[config.mk]
export PLATFORM = sky130hd
export DESIGN_NAME = msrv_muldiv_unit
export DESIGN_NICKNAME = d
export VERILOG_FILES = /design/src/rtl/msrv_muldiv_pkg.sv /design/src/rtl/msrv_muldiv_signfix.sv /design/src/rtl/msrv_muldiv_unit.sv
export SDC_FILE = /design/constraint.sdc
export NUM_CORES = 1
export LEC_CHECK = 0
export ABC_AREA = 0
export CORE_ASPECT_RATIO = 1.5
export CORE_MARGIN = 2
export CORE_UTILIZATION = 45
export CTS_CLUSTER_DIAMETER = 200
export DETAILED_ROUTE_END_ITERATION = 8
export MAX_ROUTING_LAYER = met4
export PLACE_DENSITY = 0.66
export SLEW_MARGIN = 20
export SYNTH_ARGS = -nofsm -noshare
export SYNTH_HDL_FRONTEND = slang
export SYNTH_SLANG_ARGS = --single-unit
[constraint.sdc]
create_clock -name ms_riscv32_mp_clk_in -period 4.49 [get_ports ms_riscv32_mp_clk_in]
set_clock_uncertainty 0.05 [all_clocks]
set_input_delay 0.898 -clock ms_riscv32_mp_clk_in [delete_from_list [all_inputs] [get_ports ms_riscv32_mp_clk_in]]
set_output_delay 0.898 -clock ms_riscv32_mp_clk_in [all_outputs]
set_load 0.005 [all_outputs]
[src/rtl/msrv_muldiv_pkg.sv]
// msrv_muldiv_pkg: RV32M funct3 codes, FSM state encoding and decode helpers
// shared by the muldiv unit and the instruction decoder.
package msrv_muldiv_pkg;
    localparam logic [2:0] FUNCT3_MUL    = 3'b000;
    localparam logic [2:0] FUNCT3_MULH   = 3'b001;
    localparam logic [2:0] FUNCT3_MULHSU = 3'b010;
    localparam logic [2:0] FUNCT3_MULHU  = 3'b011;
    localparam logic [2:0] FUNCT3_DIV    = 3'b100;
    localparam logic [2:0] FUNCT3_DIVU   = 3'b101;
    localparam logic [2:0] FUNCT3_REM    = 3'b110;
    localparam logic [2:0] FUNCT3_REMU   = 3'b111;

    typedef enum logic [1:0] {ST_IDLE, ST_CALC, ST_DONE} state_e;

    function automatic logic is_div(input logic [2:0] f3);
        return f3[2];
    endfunction

    // rs2 is signed only for the fully signed ops
    function automatic logic is_signed(input logic [2:0] f3);
        return f3 == FUNCT3_MULH || f3 == FUNCT3_DIV || f3 == FUNCT3_REM;
    endfunction

    function automatic logic is_signed_rs1(input logic [2:0] f3);
        return is_signed(f3) || f3 == FUNCT3_MULHSU;
    endfunction
endpackage

[src/rtl/msrv_muldiv_signfix.sv]
// msrv_muldiv_signfix: conditional two's-complement negate, used both to take
// operand magnitudes and to restore the sign of the result.
module msrv_muldiv_signfix #(
    parameter int WIDTH = 32
) (
    input  logic [WIDTH-1:0] val_i,
    input  logic             neg_i,
    output logic [WIDTH-1:0] res_o
);
    assign res_o = neg_i ? -val_i : val_i;
endmodule

[src/rtl/msrv_muldiv_unit.sv]
// msrv_muldiv_unit: iterative RV32M multiply/divide, one result bit per cycle,
// with single-cycle fast paths for divide-by-zero and signed overflow.
module msrv_muldiv_unit
    import msrv_muldiv_pkg::*;
#(
    parameter  int WIDTH = 32,
    localparam int CNT_W = $clog2(WIDTH) + 1
) (
    input  logic             ms_riscv32_mp_clk_in,
    input  logic             ms_riscv32_mp_rst_in,
    input  logic             valid_in,
    output logic             ready_out,
    input  logic [2:0]       funct3_in,
    input  logic [WIDTH-1:0] op_1_in,
    input  logic [WIDTH-1:0] op_2_in,
    input  logic             flush_in,
    output logic             valid_out,
    input  logic             ready_in,
    output logic [WIDTH-1:0] result_out,
    output logic             busy_out
);
    state_e                 state_q;
    logic [CNT_W-1:0]       cnt_q;
    logic [2:0]             f3_q;
    logic [2*WIDTH-1:0]     acc_q, acc_d, raw, fixed;
    logic [WIDTH-1:0]       b_q, result_q, mag1, mag2, fast_res, rem_n, res_d;
    logic [WIDTH:0]         sum, shl, diff;
    logic                   neg_q, s1, s2, div_zero, ovf, ge;

    assign s1 = is_signed_rs1(funct3_in) & op_1_in[WIDTH-1];
    assign s2 = is_signed(funct3_in) & op_2_in[WIDTH-1];

    msrv_muldiv_signfix #(.WIDTH(WIDTH)) u_mag1 (.val_i(op_1_in), .neg_i(s1), .res_o(mag1));
    msrv_muldiv_signfix #(.WIDTH(WIDTH)) u_mag2 (.val_i(op_2_in), .neg_i(s2), .res_o(mag2));

    assign div_zero = is_div(funct3_in) && op_2_in == '0;
    assign ovf      = is_div(funct3_in) && is_signed(funct3_in) && &op_2_in
                   && op_1_in == {1'b1, {(WIDTH-1){1'b0}}};
    assign fast_res = div_zero ? (funct3_in[1] ? op_1_in : '1) : (funct3_in[1] ? '0 : op_1_in);

    // acc holds {partial product, multiplier} or {remainder, dividend/quotient}
    assign sum   = {1'b0, acc_q[2*WIDTH-1:WIDTH]} + (acc_q[0] ? {1'b0, b_q} : '0);
    assign shl   = acc_q[2*WIDTH-1:WIDTH-1];
    assign diff  = shl - {1'b0, b_q};
    assign ge    = shl >= {1'b0, b_q};
    assign rem_n = ge ? diff[WIDTH-1:0] : shl[WIDTH-1:0];
    assign acc_d = is_div(f3_q) ? {rem_n, acc_q[WIDTH-2:0], ge} : {sum, acc_q[WIDTH-1:1]};
    assign raw   = !is_div(f3_q) ? acc_d
                 : f3_q[1] ? {{WIDTH{1'b0}}, acc_d[2*WIDTH-1:WIDTH]} : {{WIDTH{1'b0}}, acc_d[WIDTH-1:0]};

    msrv_muldiv_signfix #(.WIDTH(2*WIDTH)) u_fix (.val_i(raw), .neg_i(neg_q), .res_o(fixed));

    assign res_d = (f3_q == FUNCT3_MUL || is_div(f3_q)) ? fixed[WIDTH-1:0] : fixed[2*WIDTH-1:WIDTH];

    always_ff @(posedge ms_riscv32_mp_clk_in or posedge ms_riscv32_mp_rst_in) begin
        if (ms_riscv32_mp_rst_in) begin
            state_q  <= ST_IDLE;
            cnt_q    <= '0;
            f3_q     <= '0;
            acc_q    <= '0;
            b_q      <= '0;
            neg_q    <= 1'b0;
            result_q <= '0;
            valid_out <= 1'b0;
        end else if (flush_in) begin
            state_q   <= ST_IDLE;
            cnt_q     <= '0;
            valid_out <= 1'b0;
        end else begin
            case (state_q)
                ST_IDLE: if (valid_in) begin
                    f3_q  <= funct3_in;
                    acc_q <= {{WIDTH{1'b0}}, mag1};
                    b_q   <= mag2;
                    neg_q <= (funct3_in[2] & funct3_in[1]) ? s1 : s1 ^ s2;
                    if (div_zero || ovf) begin
                        result_q  <= fast_res;
                        valid_out <= 1'b1;
                        state_q   <= ST_DONE;
                    end else begin
                        cnt_q   <= CNT_W'(WIDTH);
                        state_q <= ST_CALC;
                    end
                end
                ST_CALC: begin
                    acc_q <= acc_d;
                    cnt_q <= cnt_q - CNT_W'(1);
                    if (cnt_q == CNT_W'(1)) begin
                        result_q  <= res_d;
                        valid_out <= 1'b1;
                        state_q   <= ST_DONE;
                    end
                end
                ST_DONE: if (ready_in) begin
                    valid_out <= 1'b0;
                    state_q   <= ST_IDLE;
                end
                default: state_q <= ST_IDLE;
            endcase
        end
    end

    assign ready_out  = state_q == ST_IDLE;
    assign busy_out   = state_q != ST_IDLE;
    assign result_out = result_q;
endmodule

==> qor.yml <==
status: "finished, violations left"
violations: "negative setup slack"
holdBufCountCts: 0
htreeDepth: 4
grt_pass1_wl_um: 103000
postLayoutCoreUtil_pct: 66.2
place_congestion: 1.02
cts.sinks: 141
first_global_vias: 18400
slew-limit-headroom_pct: 31.1
ys_top_cells_by_area: "dfrtp_1 (23%), o21ai_0 (7.5%), nand2_1 (7.3%)"
p_leak_nw: 9.91
synthCells: 2143
cts_tree: "done"
placedCellCount: 3034
remaining_drc_errors: 0
crit_type: "flop to flop"
drv_cap: 0
rsz0062_at_grt: "yes"
fin_crit_sh_pct: 105
instances_no_fill: 3106
drive_gt1_share_pct: 29.0
port_buffers: 106
ys_seq_area_share_pct: 22.9
cpMaxStageDelayCell: "or4_4"
cts-root-buf: "clkbuf_16"
placed_cell_area_um2: 20400
die_y_um: 231
worstHoldStart: "result_out[0]$_DFFE_PP0P_"
hold_violations: 0
fmax_mhz: 213
reg2reg_slack_ns: -0.21
netlist_area_um2: 15400
overflow: 0
fillCellCount: 3023
clock_latency_ns: 0.46
synth_edf_count: 0
grt_max_degree: 96
drt-initial-drc-count: 1338
timing.final.crit_period_ns: 4.70
rows: 83
die_x_um: 155
synth_top_cell_by_area: "dfrtp_1"
syn_area_per_cell_um2: 7.20
vias_per_cell: 5.99
yosysWarnings: 0
r2r_start: "acc_q[59]$_DFFE_PP0P_"
critPathLaunchType: "flop"
setup_viol: 20
drt-wirelength-per-cell_um: 21.8
holdWs_ns: 0.439
required_ns: 4.82
dominantRegCellSynth: "dfrtp_1"
dp_hpwl_um: 53800
path_cells: "ha_4 > nand4_1 > or4_4 > o41a_1 > o221a_4 > buf_8 > a211o_1 > a22oi_2 > nand4bb_4 > or3_4 > or4_4 > buf_6 > o31ai_4 > xnor2_1 > o2bb2ai_1"
start_util_pct: 45.3
crit_start: "acc_q[59]$_DFFE_PP0P_"
fin_area_um2: 22500
cts_buffers: 17
slew_viol_final: 0
synth_fp_nets: 2290
worstHoldPathType: "flop to flop"
antenna_found_initial: 0
worstMarginPinSlew_ns: 1.03
peakVddDrop_uv: 335
n_antenna_cell: 0
track_usage_pct: 38.4
cpMostUsedCell: "or4_4"
synthArstFlopShare_pct: 100
dieArea_um2: 35800
ios: 107
ant_nets: 0
nets: 2817
critPathCaptureType: "flop"
mostFrequentLayoutCells: "buf_4 (498), nand2_1 (292), o21ai_0 (211), nor2_1 (194), a21oi_1 (194)"
p_total_mw: 20.2
syn2layout_area_growth_pct: 46.1
powerDensity_nw_per_um2: 895
route.vias.total: 18600
path_max_fanout: 5
ys_ff_latch: 141
critical_path_buf_inv_count: 2
critPathTopFamily: "simple AND/OR/NAND/NOR gates"
core_um2: 34100
final_common_cell: "buf_4"
totalWireLength_um: 67800
critPathArrivalTime_ns: 5.03
slowest_delay_ns: 0.61
synth_top_area_share_pct: 22.9
fin_ws_ns: -0.208
ys_types: 91
detailedRoute.firstPassIterationCount: 6
cts_buffer_depth: 2
path_clk_slew_ns: 0.07
## flip-flops by register name, indices dropped and copies added, names as in the netlist
signal and flops:
cnt_q 6, result_out 32, neg_q 1, acc_q 64, valid_out 1, f3_q 3, b_q 32, state_q 2
## layer usage
metal | global-route usage (%) | wire length (um) | share of wire [%]
met1 | 43.4 | 26300 | 39
met4 | 22.8 | 4700 | 6.9
met2 | 65.4 | 33200 | 49
met3 | 4.26 | 3680 | 5.4
met5 | - | 0 | 0
## synthesized netlist by cell type (47+ instances only)
master / n
dfrtp_1: 141
nand2_1: 299
a21oi_1: 213
o21ai_0: 231
inv_1: 71
nor2_1: 203
xor2_1: 57
mux2i_1: 47
nor3_1: 54
ha_1: 73
clkbuf_1: 102
xnor2_1: 82
## metrics by stage
stage / worst slack, ns / setup TNS (ns)
global route: -0.344 / -5.65
finish: -0.208 / -2.40
global placement: -0.374 / -6.57
detailed placement: -0.457 / -9.80
CTS: -0.180 / -2.08
floorplan: -0.178 / -1.50
## path summary, 6_finish.rpt
path                                                    to  depth (start not counted)
worst max-delay path            result_out[30]$_DFFE_PP0P_                         15
worst min-delay path             result_out[0]$_DFFE_PP0P_                          2
worst max register to register  result_out[30]$_DFFE_PP0P_                         15
worst min register to register   result_out[0]$_DFFE_PP0P_                          2
max in group asynchronous                neg_q$_DFFE_PP0P_                          3
min in group asynchronous             cnt_q[0]$_DFFE_PP0P_                          2
## what timing repair did
action	in CTS	in global routing
setup buffers	15	25
resized for setup	95	131
gates cloned	2	2
endpoints found under the setup margin	32	34
pin swaps	41	61
## kinds of logic after synthesis
kind of cell / Yosys count / share of synthesized area (%)
xor+xnor: 139 / 7.89
buf+inv: 208 / 5.60
compound gates: 719 / 29.2
fa+ha+maj: 75 / 6.18
simple gates: 801 / 24.3
mux: 60 / 4.00
flops: 141 / 22.9
## power breakdown
group	internal (mW)	switching (mW)	leakage (nW)
logic	7.45	8.78	7.80
registers	1.84	0.490	1.80
clock network	0.993	0.628	0.305
## worst register-to-register path: stages, from the launching register on
cell and delay, ns:
dfrtp_1 0.41, ha_4 0.29, nand4_1 0.16, or4_4 0.56
o41a_1 0.39, o221a_4 0.19, buf_8 0.16, a211o_1 0.30
a22oi_2 0.23, nand4bb_4 0.15, or3_4 0.42, or4_4 0.61
buf_6 0.17, o31ai_4 0.24, xnor2_1 0.15, o2bb2ai_1 0.14
## cell type report
type,instances,area (um2),share of cell area [%]
multi-input cells,1795,12200,54.2
repair buffers,643,5350,23.7
flip-flops and latches,141,3540,15.7
well taps,425,532,2.36
clock buffers,19,443,1.97
inverters,72,274,1.22
clock inverters,11,193,0.855
Power figures use the tool's default switching activity.
